### src/rtl/wb_pkg.sv
// Shared definitions for the register writeback stage.
// Holds the default widths and depth, the function that sizes the
// buffered-load counter, and the arbitration selection encoding.
package wb_pkg;

  localparam int DEF_DATA_W     = 16;
  localparam int DEF_ADDR_W     = 3;
  localparam int DEF_FIFO_DEPTH = 4;

  // Counter must represent 0..depth inclusive, hence the extra bit.
  function automatic int count_w(input int depth);
    return $clog2(depth) + 1;
  endfunction

  typedef enum logic [1:0] {
    SEL_NONE,
    SEL_ALU,
    SEL_MEM
  } sel_e;

endpackage

### src/rtl/wb_fifo.sv
// Load-result buffer for the writeback stage.
// Ports:
//   clk, rst_n       clock and asynchronous active-low reset
//   push, push_data  write an entry (ignored when full)
//   pop, pop_data    remove the head entry (ignored when empty); pop_data
//                    always shows the current head
//   full, empty      status derived from the registered count
//   count            number of stored entries
module wb_fifo
  import wb_pkg::*;
#(
  parameter int WIDTH = DEF_ADDR_W + DEF_DATA_W,
  parameter int DEPTH = DEF_FIFO_DEPTH
) (
  input  logic                        clk,
  input  logic                        rst_n,
  input  logic                        push,
  input  logic [WIDTH-1:0]            push_data,
  input  logic                        pop,
  output logic [WIDTH-1:0]            pop_data,
  output logic                        full,
  output logic                        empty,
  output logic [count_w(DEPTH)-1:0]   count
);

  localparam int CW = count_w(DEPTH);
  localparam int PW = (DEPTH > 1) ? $clog2(DEPTH) : 1;
  localparam logic [PW-1:0] LAST_PTR = PW'(DEPTH - 1);
  localparam logic [CW-1:0] DEPTH_C  = CW'(DEPTH);

  logic [WIDTH-1:0] storage [DEPTH];
  logic [PW-1:0]    wr_ptr;
  logic [PW-1:0]    rd_ptr;
  logic             do_push;
  logic             do_pop;

  assign full     = (count == DEPTH_C);
  assign empty    = (count == '0);
  assign do_push  = push && !full;
  assign do_pop   = pop && !empty;
  assign pop_data = storage[rd_ptr];

  // Pointers wrap explicitly so non-power-of-two depths stay correct.
  always_ff @(posedge clk or negedge rst_n) begin
    if (!rst_n) begin
      wr_ptr <= '0;
      rd_ptr <= '0;
      count  <= '0;
    end else begin
      if (do_push)
        wr_ptr <= (wr_ptr == LAST_PTR) ? '0 : wr_ptr + 1'b1;
      if (do_pop)
        rd_ptr <= (rd_ptr == LAST_PTR) ? '0 : rd_ptr + 1'b1;
      case ({do_push, do_pop})
        2'b10:   count <= count + 1'b1;
        2'b01:   count <= count - 1'b1;
        default: count <= count;
      endcase
    end
  end

  // Storage needs no reset: entries are only visible once counted.
  always_ff @(posedge clk) begin
    if (do_push)
      storage[wr_ptr] <= push_data;
  end

endmodule

### src/rtl/reg_writeback.sv
// Register writeback stage: arbitrates ALU results against buffered load
// results into a single register-file write port and keeps a per-register
// pending scoreboard.
// Ports:
//   CLK, RST_N                         clock, asynchronous active-low reset
//   alu_valid/alu_dest/alu_result      ALU result, highest priority
//   mem_valid/mem_ready/mem_dest/mem_data  load result handshake
//   issue_valid/issue_dest             marks a destination pending
//   RegWrite/writeReg/writeValue       registered register-file write
//   busy                               pending bit per register
//   fifo_count                         buffered load entries
module reg_writeback
  import wb_pkg::*;
#(
  parameter int DATA_W     = DEF_DATA_W,
  parameter int ADDR_W     = DEF_ADDR_W,
  parameter int FIFO_DEPTH = DEF_FIFO_DEPTH
) (
  input  logic                             CLK,
  input  logic                             RST_N,
  input  logic                             alu_valid,
  input  logic [ADDR_W-1:0]                alu_dest,
  input  logic [DATA_W-1:0]                alu_result,
  input  logic                             mem_valid,
  output logic                             mem_ready,
  input  logic [ADDR_W-1:0]                mem_dest,
  input  logic [DATA_W-1:0]                mem_data,
  input  logic                             issue_valid,
  input  logic [ADDR_W-1:0]                issue_dest,
  output logic                             RegWrite,
  output logic [ADDR_W-1:0]                writeReg,
  output logic [DATA_W-1:0]                writeValue,
  output logic [(2**ADDR_W)-1:0]           busy,
  output logic [count_w(FIFO_DEPTH)-1:0]   fifo_count
);

  localparam int NREG = 2**ADDR_W;
  localparam int EW   = ADDR_W + DATA_W;

  sel_e              sel;
  logic [ADDR_W-1:0] sel_dest;
  logic [DATA_W-1:0] sel_data;
  logic [EW-1:0]     head;
  logic              fifo_full;
  logic              fifo_empty;
  logic [NREG-1:0]   busy_next;

  // Loads always go through the buffer, so a load is never written in the
  // cycle it is accepted.
  wb_fifo #(
    .WIDTH (EW),
    .DEPTH (FIFO_DEPTH)
  ) u_fifo (
    .clk       (CLK),
    .rst_n     (RST_N),
    .push      (mem_valid),
    .push_data ({mem_dest, mem_data}),
    .pop       (sel == SEL_MEM),
    .pop_data  (head),
    .full      (fifo_full),
    .empty     (fifo_empty),
    .count     (fifo_count)
  );

  assign mem_ready = !fifo_full;

  // Fixed priority: the ALU has no backpressure so it always wins.
  always_comb begin
    sel      = SEL_NONE;
    sel_dest = '0;
    sel_data = '0;
    if (alu_valid) begin
      sel      = SEL_ALU;
      sel_dest = alu_dest;
      sel_data = alu_result;
    end else if (!fifo_empty) begin
      sel      = SEL_MEM;
      sel_dest = head[EW-1:DATA_W];
      sel_data = head[DATA_W-1:0];
    end
  end

  // Register 0 is hardwired: results aimed at it are consumed without a
  // write enable, but the index/value registers still track them.
  always_ff @(posedge CLK or negedge RST_N) begin
    if (!RST_N) begin
      RegWrite   <= 1'b0;
      writeReg   <= '0;
      writeValue <= '0;
    end else if (sel != SEL_NONE) begin
      RegWrite   <= (sel_dest != '0);
      writeReg   <= sel_dest;
      writeValue <= sel_data;
    end else begin
      RegWrite   <= 1'b0;
    end
  end

  // Clear for the retiring destination first, then set for the new issue,
  // so a simultaneous set/clear of one bit leaves it pending.
  always_comb begin
    busy_next = busy;
    if (sel != SEL_NONE)
      busy_next[sel_dest] = 1'b0;
    if (issue_valid)
      busy_next[issue_dest] = 1'b1;
    busy_next[0] = 1'b0;
  end

  always_ff @(posedge CLK or negedge RST_N) begin
    if (!RST_N)
      busy <= '0;
    else
      busy <= busy_next;
  end

endmodule

### config.mk
export PLATFORM = sky130hd
export DESIGN_NAME = reg_writeback
export DESIGN_NICKNAME = d
export VERILOG_FILES = /design/src/rtl/wb_pkg.sv /design/src/rtl/wb_fifo.sv /design/src/rtl/reg_writeback.sv
export SDC_FILE = /design/constraint.sdc
export NUM_CORES = 1
export LEC_CHECK = 0
export CAP_MARGIN = 20
export CELL_PAD_IN_SITES_DETAIL_PLACEMENT = 0
export CELL_PAD_IN_SITES_GLOBAL_PLACEMENT = 2
export CORE_ASPECT_RATIO = 0.7
export CORE_MARGIN = 2
export CORE_UTILIZATION = 41
export CTS_BUF_LIST = sky130_fd_sc_hd__clkbuf_4 sky130_fd_sc_hd__clkbuf_8 sky130_fd_sc_hd__clkbuf_16
export DETAILED_ROUTE_END_ITERATION = 8
export GPL_TIMING_DRIVEN = 0
export PLACE_DENSITY_LB_ADDON = 0.1
export SLEW_MARGIN = 20
export SYNTH_ARGS = -nofsm -noshare
export SYNTH_HDL_FRONTEND = slang
export SYNTH_SLANG_ARGS = --single-unit
### constraint.sdc
create_clock -name CLK -period 5 [get_ports CLK]
set_input_delay 1 -clock CLK [delete_from_list [all_inputs] [get_ports CLK]]
set_output_delay 1 -clock CLK [all_outputs]
set_load 0.005 [all_outputs]
==> results.md <==
- Outcome: finished clean
- Switching share of total power: 0.268
- CP max stage cell: clkdlybuf4s50_1
- Clock tree buffer depth: 2
- Syn avg cell area: roughly 18 µm²
- CP delay by family, top: buffers and inverters
- Clock share of power: 0.257
- Final Max Tran Viols: 0
- Setup ws final: around 1.8 ns
- Area grow syn2layout: 29.8%
- Pre-Repair DR Iteration Count: 4
- Largest net degree at the start of global routing: 21
- Routability-driven placement congestion ratio: approximately 0.71
- Initial Util: 0.422
- Tightest Pin Transition: 1.04 ns
- Initial DRC Count: roughly 220
- Leak pwr: roughly 0.0021 µW
- Cell Pwr Density: approximately 550 nW/µm²
- Layout cells sized above 1: 0.139
- Sequential share of the synthesized area: 0.717
- NetSw: 833 µW
- Synth top area share: 0.522
- Setup Buffers After CTS: 0
- Skew-Pair Late Insertion Delay: approximately 0.34 ns
- Reg clk slew, reported paths: roughly 0.07 ns
- First-pass GRT wire length: between 10,000 and 15,000 µm
- Place WS: roughly 1.4 ns
- Worst R2R Path Depth: 11
- Combinational fraction of design power: 0.310
- CP Max Fanout: 10
- Sequential Power Share: 0.433
- CP endpoint kind: register
- WL final: slightly below 9000 µm
- Number of nets in the layout: 385
- Synth warn: 0
- Flop-to-flop setup slack: 2.24 ns
- Yosys cell types: 36
- CP startpoint: alu_valid
- Fmax: between 300 and 400 MHz
- Post-Syn Nets: around 300
- Crit start category: input pin
- Final Hold Slack: 0.487 ns
- Row Count: 31
- Hold-fix buffers, CTS: 0
- Sink Count: 110
- Critical path's largest stage delay: 0.43 ns
- Number of buffers and inverters on the critical path: 5
- WP data arrival: 3.47 ns
- Final min period: ~3.2 ns
- Gate Count Post-Synth: around 240
- Max-slew headroom: 0.304
- Clock skew: slightly above 0.005 ns
- Worst path cell trace: clkdlybuf4s50_1, inv_1, and2_1, buf_2, buf_2, ha_1, inv_1, fa_1, xor2_1, nor2_1, xor2_1
- Die Height: between 90 and 100 µm
- Min-delay worst type: reg2reg
- CP Class: in2reg
- DRC viols: 0
- Final period util: 0.639
- Die area: between 10,000 and 15,000 µm²
- EDFF count, synth: 76
- Clk Tree Root Cell: clkbuf_16
- Number of global-route vias before repair: about 2,400
- Fin. Hold Viols: 0
- Area of the core: approximately 10,000 µm²
- Post-synth ARST share: 0.309
- CTS buffer count: 9
- Die Wd: around 130 µm
- Top FF cell, synth: edfxtp_1
- Cell taking the most area after synthesis: edfxtp_1
- Post-cts resize count: 0
- Global route total overflow: 0
- Worst Path Required: around 5.3 ns
- RSZ-0062 raised after global routing: no
- Port Buffers: 76
- Pint: 2270 µW
- HPWL after DPL: between 5000 and 6000 µm
- DR vias/cell: roughly 5.2
- ANT nets after route: 0
- I/O pins: between 70 and 80
- Via count: 2,451
- Number of cells on the critical path: 11
- Synth Register Bits: 110
- Final TNS setup: 0 ns
- DP Area: 5320 µm²
- GRT Total Usage: 0.162
- Largest cells by area after synthesis: edfxtp_1 (52%), dfrtp_1 (19%), mux4_2 (8.2%), a222oi_1 (3.4%), inv_1 (2.2%)
- RR Endpoint: u_fifo.count[2]
- Peak supply drop: between 0.2 and 0.3 mV
- Worst Setup EP: u_fifo.count[2]
- Final setup viols: 0
- RR Startpoint: u_fifo.count[2]
- Htree depth: 3
- Drt wl/cell: approximately 19 µm
- Fin area: roughly 5700 µm²
- Mapped Area: 4370 µm²
- Initial antenna violation count: 0
- Max cap viols: 0
- Ant diodes: 0
- CTS tree: done
## synth_stat cells (2+ instances only)
library cell and number:
xor2_1 2, mux2_2 4, buf_2 4, mux2i_1 2, edfxtp_1 76, a32o_1 3, nor2_1 4, nand3_1 2
o31ai_1 4, mux4_1 3, o32ai_1 2, nor4b_1 2, ha_1 6, a222oi_1 15, mux4_2 16, and3_1 4
clkbuf_1 6, inv_1 26, and2_1 5, nand2_1 8, dfrtp_1 34
## kinds of logic after synthesis
logic type | Yosys count | share of synthesized area
AO/OA/AOI/OAI | 30 | 0.0664
flip-flops | 110 | 0.717
multiplexers | 25 | 0.115
AND/OR/NAND/NOR | 29 | 0.0361
XOR/XNOR | 3 | 0.00601
other | 1 | 0.000858
adder cells (fa/ha/maj) | 7 | 0.0218
buffers and inverters | 38 | 0.0364
## power by group through the flow
stage / Sequential, µW / Clock, µW / Combinational (µW)
2_1_floorplan: 1350 / 0 / 548
3_3_place_gp: 1350 / 0 / 979
3_5_place_dp: 1370 / 0 / 980
4_1_cts: 1350 / 822 / 982
5_1_grt: 1370 / 853 / 1070
6_report: 1340 / 797 / 964
## placed cells by master (no fill, tap or decap), types with 5 or more instances in the layout
cell / count
mux4_2: 16
and2_1: 5
edfxtp_1: 76
buf_2: 5
nand2_1: 8
a222oi_1: 15
inv_1: 26
dfrtp_1: 34
clkdlybuf4s50_1: 75
clkbuf_16: 9
clkbuf_1: 6
ha_1: 6
## flip-flops by register name, summed over array words and instances, names as in the netlist
signal / count
RegWrite: 1
busy: 7
u_fifo.count: 3
u_fifo.rd_ptr: 2
u_fifo.storage: 76
u_fifo.wr_ptr: 2
writeReg: 3
writeValue: 16
## worst min path at each step
stage                    from  depth (start not counted)        endpoint
4_1_cts           writeReg[2]                          2     writeReg[2]
3_5_place_dp      writeReg[2]                          2     writeReg[2]
2_1_floorplan     writeReg[1]                          2     writeReg[1]
5_1_grt           writeReg[2]                          2     writeReg[2]
6_report          writeReg[2]                          2     writeReg[2]
3_3_place_gp   writeValue[15]                          2  writeValue[15]
## metal layers
layer,track usage,routed length [µm],share of wire
met1,0.231,4120,0.47
met3,0.0509,462,0.053
met4,0.0495,61,0.0070
met2,0.241,4100,0.47
met5,0,0,0
## worst register-to-register path: cells and delay by family, from the launching register on
kind | cells | cell delay [ns]
XOR/XNOR | 2 | 0.29
adder cells (fa/ha/maj) | 2 | 0.60
buffers and inverters | 4 | 0.96
flip-flops | 1 | 0.41
AND/OR/NAND/NOR | 3 | 0.42
## area by class of cell
| class | instances | area [µm²] |
|---|---|---|
| inverters | 26 | 97.6 |
| clock buffers | 11 | 240 |
| fillers | 838 | 4680 |
| repair buffers | 78 | 798 |
| plain buffers | 12 | 61.3 |
| multi-input cells | 95 | 1080 |
| flip-flops and latches | 110 | 3130 |
| clock inverters | 5 | 98.8 |
| well taps | 132 | 165 |
## through the flow
step / util / power (µW) / cells
5_1_grt: 0.548 / 3290 / 469
2_1_floorplan: - / 1900 / 243
3_3_place_gp: 0.511 / 2330 / 451
4_1_cts: 0.546 / 3150 / 468
6_report: 0.548 / 3100 / 469
3_5_place_dp: 0.513 / 2350 / 452
Power figures use the tool's default switching activity.
==> edit 1: new RTL, config.mk and constraints unchanged <==
Set the package constant `DEF_DATA_W` to 12 (it was 16).
--- a/src/rtl/wb_pkg.sv
+++ b/src/rtl/wb_pkg.sv
@@ -3,7 +3,7 @@
 // buffered-load counter, and the arbitration selection encoding.
 package wb_pkg;
 
-  localparam int DEF_DATA_W     = 16;
+  localparam int DEF_DATA_W     = 12;
   localparam int DEF_ADDR_W     = 3;
   localparam int DEF_FIFO_DEPTH = 4;
 
Ports: changed (resized alu_result, mem_data and writeValue); port bits go from 78 to 66. The function was not compared with the original's and may differ.
==> edit 1 against the original RTL <==
Area after synthesis is 15% lower. Routed wire length is 21% lower. Combinational power is 13% lower. Design area is 15% lower. Critical endpoint is now mem_ready. Total power is 15% lower. Utilization is 0.56 points lower. Register-to-register slack better by 420 ps. Largest cell class unchanged. Largest power group unchanged. Maximum frequency is 25% higher. Global-route usage is 0.89 points lower. Sequential cell count is 20 lower. Highest routed layer unchanged. Setup slack better by 630 ps. Via count is 16% lower. Cell count is 9.6% lower.
==> edit 1: results (changes against the original RTL) <==
| Metric | Value |
|---|---|
| Outcome | finished, final reports clean |
| Peak VDD IR | 0.324 mV (+29%) |
| Via density per instance | 4.87 (-6.9%) |
| DR iter-0 viols | 142 (-35%) |
| 1st-pass router iterations | 5 (+1) |
| Async set-reset flop share out of synthesis | 0.333 (+0.0242) |
| Commonest cells in the netlist | edfxtp_1, dfrtp_1, inv_1 |
| Sw Share | 0.278 (+0.00949) |
| Number of flops mapped to enable cells by yosys | 60 (-21%) |
| Clk cell area share | 0.0659 (+0.00616) |
| Non-clock buffers | 75 (-17%) |
| Routability cong. | 0.691 (-2.1%) |
| DP HPWL | 4710 um (-20%) |
| Post-place setup slack | 2090 ps (+663 ps) |
| Setup crit end | mem_ready |
| Non-clk buf share | 0.151 (-0.000275) |
| Largest registers | u_fifo.storage: 60 flops, writeValue: 12 flops, busy: 7 flops |
| Global-route wire length before repair | 11300 um (-17%) |
| Share of post-route cells with drive strength above 1 | 0.147 (+0.00720) |
| R2R Setup Slk | 2660 ps (+420 ps) |
| I/O Buffers | 63 (-17%) |
| Period minus WS final | 2570 ps (-629 ps) |
| Dpl cell area | 0.00452 mm^2 (-15%) |
| Mapped Nets | 265 (-10%) |
| Layout filler cell count | 761 (-9.2%) |
| Critical Path AT | 1570 ps (-1900 ps) |
| Synth Area per Inst | 16.9 um^2 (-6.2%) |
| Final wirelength | 6870 um (-21%) |
| GRT Overall Usage | 0.153 (-0.00890) |
| Met2 routed wirelength | 3010 um (-27%) |
| Fraction of area in multi-input gates | 0.205 (+0.0154) |
| Fin Hold WS | 476 ps (-11.5 ps) |
| WL met3 | 426 um (-7.8%) |
| Seq/total area | 0.528 (-0.0249) |
| Critical path launch point | u_fifo.count[0] |
| M3 GR Usage | 0.0546 (+0.00370) |
| Inverters | 23 (-12%) |
| Register area share after synthesis | 0.688 (-0.0293) |
| Die area | 0.00984 mm^2 (-15%) |
| CTS Sinks | 90 (-18%) |
| Routing usage on met2 | 0.219 (-0.0217) |
| Final core occ | 0.542 (-0.00561) |
| Vias in the first global route | 2124 (-12%) |
| Clk_buf instances | 9 (-2) |
| Setup Skew | 3.53 ps (-1.52 ps) |
| GR Util met1 | 0.223 (-0.00810) |
-- edit 1: cells by family (layout without fill, tap and decap cells) --
| family | count (synthesis) | in the layout | synth area share |
|---|---|---|---|
| AOI/OAI and AO/OA | 26 | 26 | 0.0661 |
| xor gates and xnor gates | 3 | 3 | 0.00708 |
| adders and majority gates | 7 | 7 | 0.0256 |
| buffers and inverters | 34 | 114 | 0.0445 |
| DFF | 90 | 90 | 0.688 |
| muxes | 20 | 20 | 0.110 |
| other | 1 | 1 | 0.00101 |
| and+or+nand+nor | 39 | 39 | 0.0580 |
-- edit 1: power by group through the flow --
stage,Clock (mW),Combinational (mW),Sequential (mW)
6_report,0.709,0.838,1.10
5_1_grt,0.760,0.933,1.13
4_1_cts,0.727,0.859,1.11
3_5_place_dp,0,0.857,1.12
3_3_place_gp,0,0.848,1.12
2_1_floorplan,0,0.500,1.11
-- edit 1: tightest hold or removal path: stages, from the launching register on --
cell and delay (ps):
dfrtp_1 340, nand2_1 50, nand2_1 50
==> edit 2: new RTL, same settings <==
Made on the original files. Put a register stage on the output `fifo_count`, cleared by the reset. The value now appears one clock later. The other outputs are not delayed to match.
--- a/src/rtl/reg_writeback.sv
+++ b/src/rtl/reg_writeback.sv
@@ -37,6 +37,8 @@
   localparam int NREG = 2**ADDR_W;
   localparam int EW   = ADDR_W + DATA_W;
 
+  logic [count_w(FIFO_DEPTH)-1:0] fifo_count_d;
+
   sel_e              sel;
   logic [ADDR_W-1:0] sel_dest;
   logic [DATA_W-1:0] sel_data;
@@ -59,7 +61,7 @@
     .pop_data  (head),
     .full      (fifo_full),
     .empty     (fifo_empty),
-    .count     (fifo_count)
+    .count     (fifo_count_d)
   );
 
   assign mem_ready = !fifo_full;
@@ -114,5 +116,13 @@
       busy <= busy_next;
   end
 
+  always_ff @(posedge CLK or negedge RST_N) begin
+    if (!RST_N) begin
+      fifo_count <= '0;
+    end else begin
+      fifo_count <= fifo_count_d;
+    end
+  end
+
 endmodule
 
Function: changed (a bounded check fails within 4 cycles, from zero or initial values and one cycle with RST_N low).
==> edit 2 against the original RTL <==
Sequential cell count is 3 higher. Clock power is 44% higher. Critical path type unchanged. Design area is 6.7% higher. Total power is 13% higher. Routed wire length is 5.2% higher. Count of clock-buffer cells in the layout is 15 higher. Area after synthesis is 3.1% higher. Register-to-register slack better by 400 ps. Largest cell class unchanged. Setup slack better by 170 ps.
==> edit 2: results (changes against the original RTL) <==
| Metric | Value |
|---|---|
| Post-Place Cells | 476 (+5.3%) |
| DP HPWL | 5850 um (-0.84%) |
| Async set-reset flop share out of synthesis | 0.327 (+0.0183) |
| Synth unique cells | 35 (-2.8%) |
| Final wirelength | 9200 um (+5.2%) |
| Synth Area per Inst | 17.9 um^2 (-0.19%) |
| Commonest cells in the netlist | edfxtp_1, dfrtp_1, inv_1 |
| DR iter-0 viols | 229 (+5.5%) |
| Slowest Stage Delay on Critical Path | 450 ps (+20 ps) |
| Post-place setup slack | 1540 ps (+116 ps) |
| Register area share after synthesis | 0.712 (-0.00485) |
| Inverters | 29 (+12%) |
| Clk. pwr | 1.15 mW (+44%) |
| Clock insertion delay at the later pin of the skew report | 410 ps (+70 ps) |
| Cell family with most CP delay | buffers and inverters |
| Register Area | 0.00321 mm^2 (+2.4%) |
| Dpl cell area | 0.00547 mm^2 (+2.8%) |
| Clk cell area share | 0.0962 (+0.0364) |
| Htree depth | 4 (+1) |
| Via density per instance | 4.96 (-5.0%) |
| Complex-gate fraction of the synthesized area | 0.0639 (-0.00255) |
| Routability cong. | 0.690 (-2.3%) |
| Comb_multi_in | 98 (+3.2%) |
| Cts bufs inserted | 17 (+8) |
| Non-clk buf share | 0.139 (-0.0126) |
| Area grow syn2layout | 34.3% |
| CTS Sinks | 113 (+2.7%) |
| Mapped Nets | 304 (+2.7%) |
| Antenna Cells | 0 (unchanged) |
| Internal power | 2.58 mW (+13%) |
| Via count | 2516 (+2.7%) |
| Comb power frac | 0.277 (-0.033) |
| Share of post-route cells with drive strength above 1 | 0.170 (+0.0305) |
| Vias in the first global route | 2598 (+7.0%) |
| Adder-cell share of the synthesized area | 0.0211 (-0.000653) |
| NumNets Final | 400 (+3.9%) |
| Least-Margin Pin Slew | 1070 ps (+30.1 ps) |
| Post-synthesis xor/xnor area fraction | 0.00583 (-0.000180) |
| Clock transition at the registers of the reported paths | 50 ps (-20 ps) |
| Global-route wire length before repair | 14100 um (+3.4%) |
| Layout filler cell count | 833 (-0.60%) |
| Outcome | finished, final reports clean |
| Lkg Pwr | 2.32 nW (+9.1%) |
| Top cells by area, synth | edfxtp_1, dfrtp_1, mux4_2 |
| Fraction of area in multi-input gates | 0.186 (-0.00400) |
| Setup Skew | 17.6 ps (+12.6 ps) |
| Clk_buf instances | 26 (+15) |
| Largest net degree at the start of global routing | 30 (+43%) |
| GRT Overall Usage | 0.166 (+0.00390) |
| Post-synthesis mux area share | 0.114 (-0.00152) |
| Peak VDD IR | 0.291 mV (+16%) |
[edit 2: changes by cell type in the layout (fill, tap and decap cells not counted), sizes merged, moves of 2 or more]
cell,delta
a32o,-3
nand4,+2
inv,+3
nor2,+2
o31ai,-3
dfrtp,+3
a32oi,+2
clkbuf,+12
bufinv,-2
nor3b,+2
o21ai,+2
[edit 2: layer usage]
layer	vias up	wire [um]	global-route usage
met2	85	4310	0.250
met1	1248	4210	0.223
met3	2	635	0.0583
met5	-	0	0
li1	1181	-	-
met4	0	38	0.0625
[edit 2: path summary, 6_finish.rpt]
path,start,to,slack (ps),cells past startpoint
setup / recovery,alu_valid,u_fifo.count[2],1970,11
max in group asynchronous,RST_N,fifo_count[2],4070,2
setup reg to reg,u_fifo.count[0],u_fifo.count[2],2640,10
hold / removal,u_fifo.count[1],fifo_count[1],410,0
min in group asynchronous,RST_N,writeValue[15],470,1
hold reg to reg,u_fifo.count[1],fifo_count[1],410,0
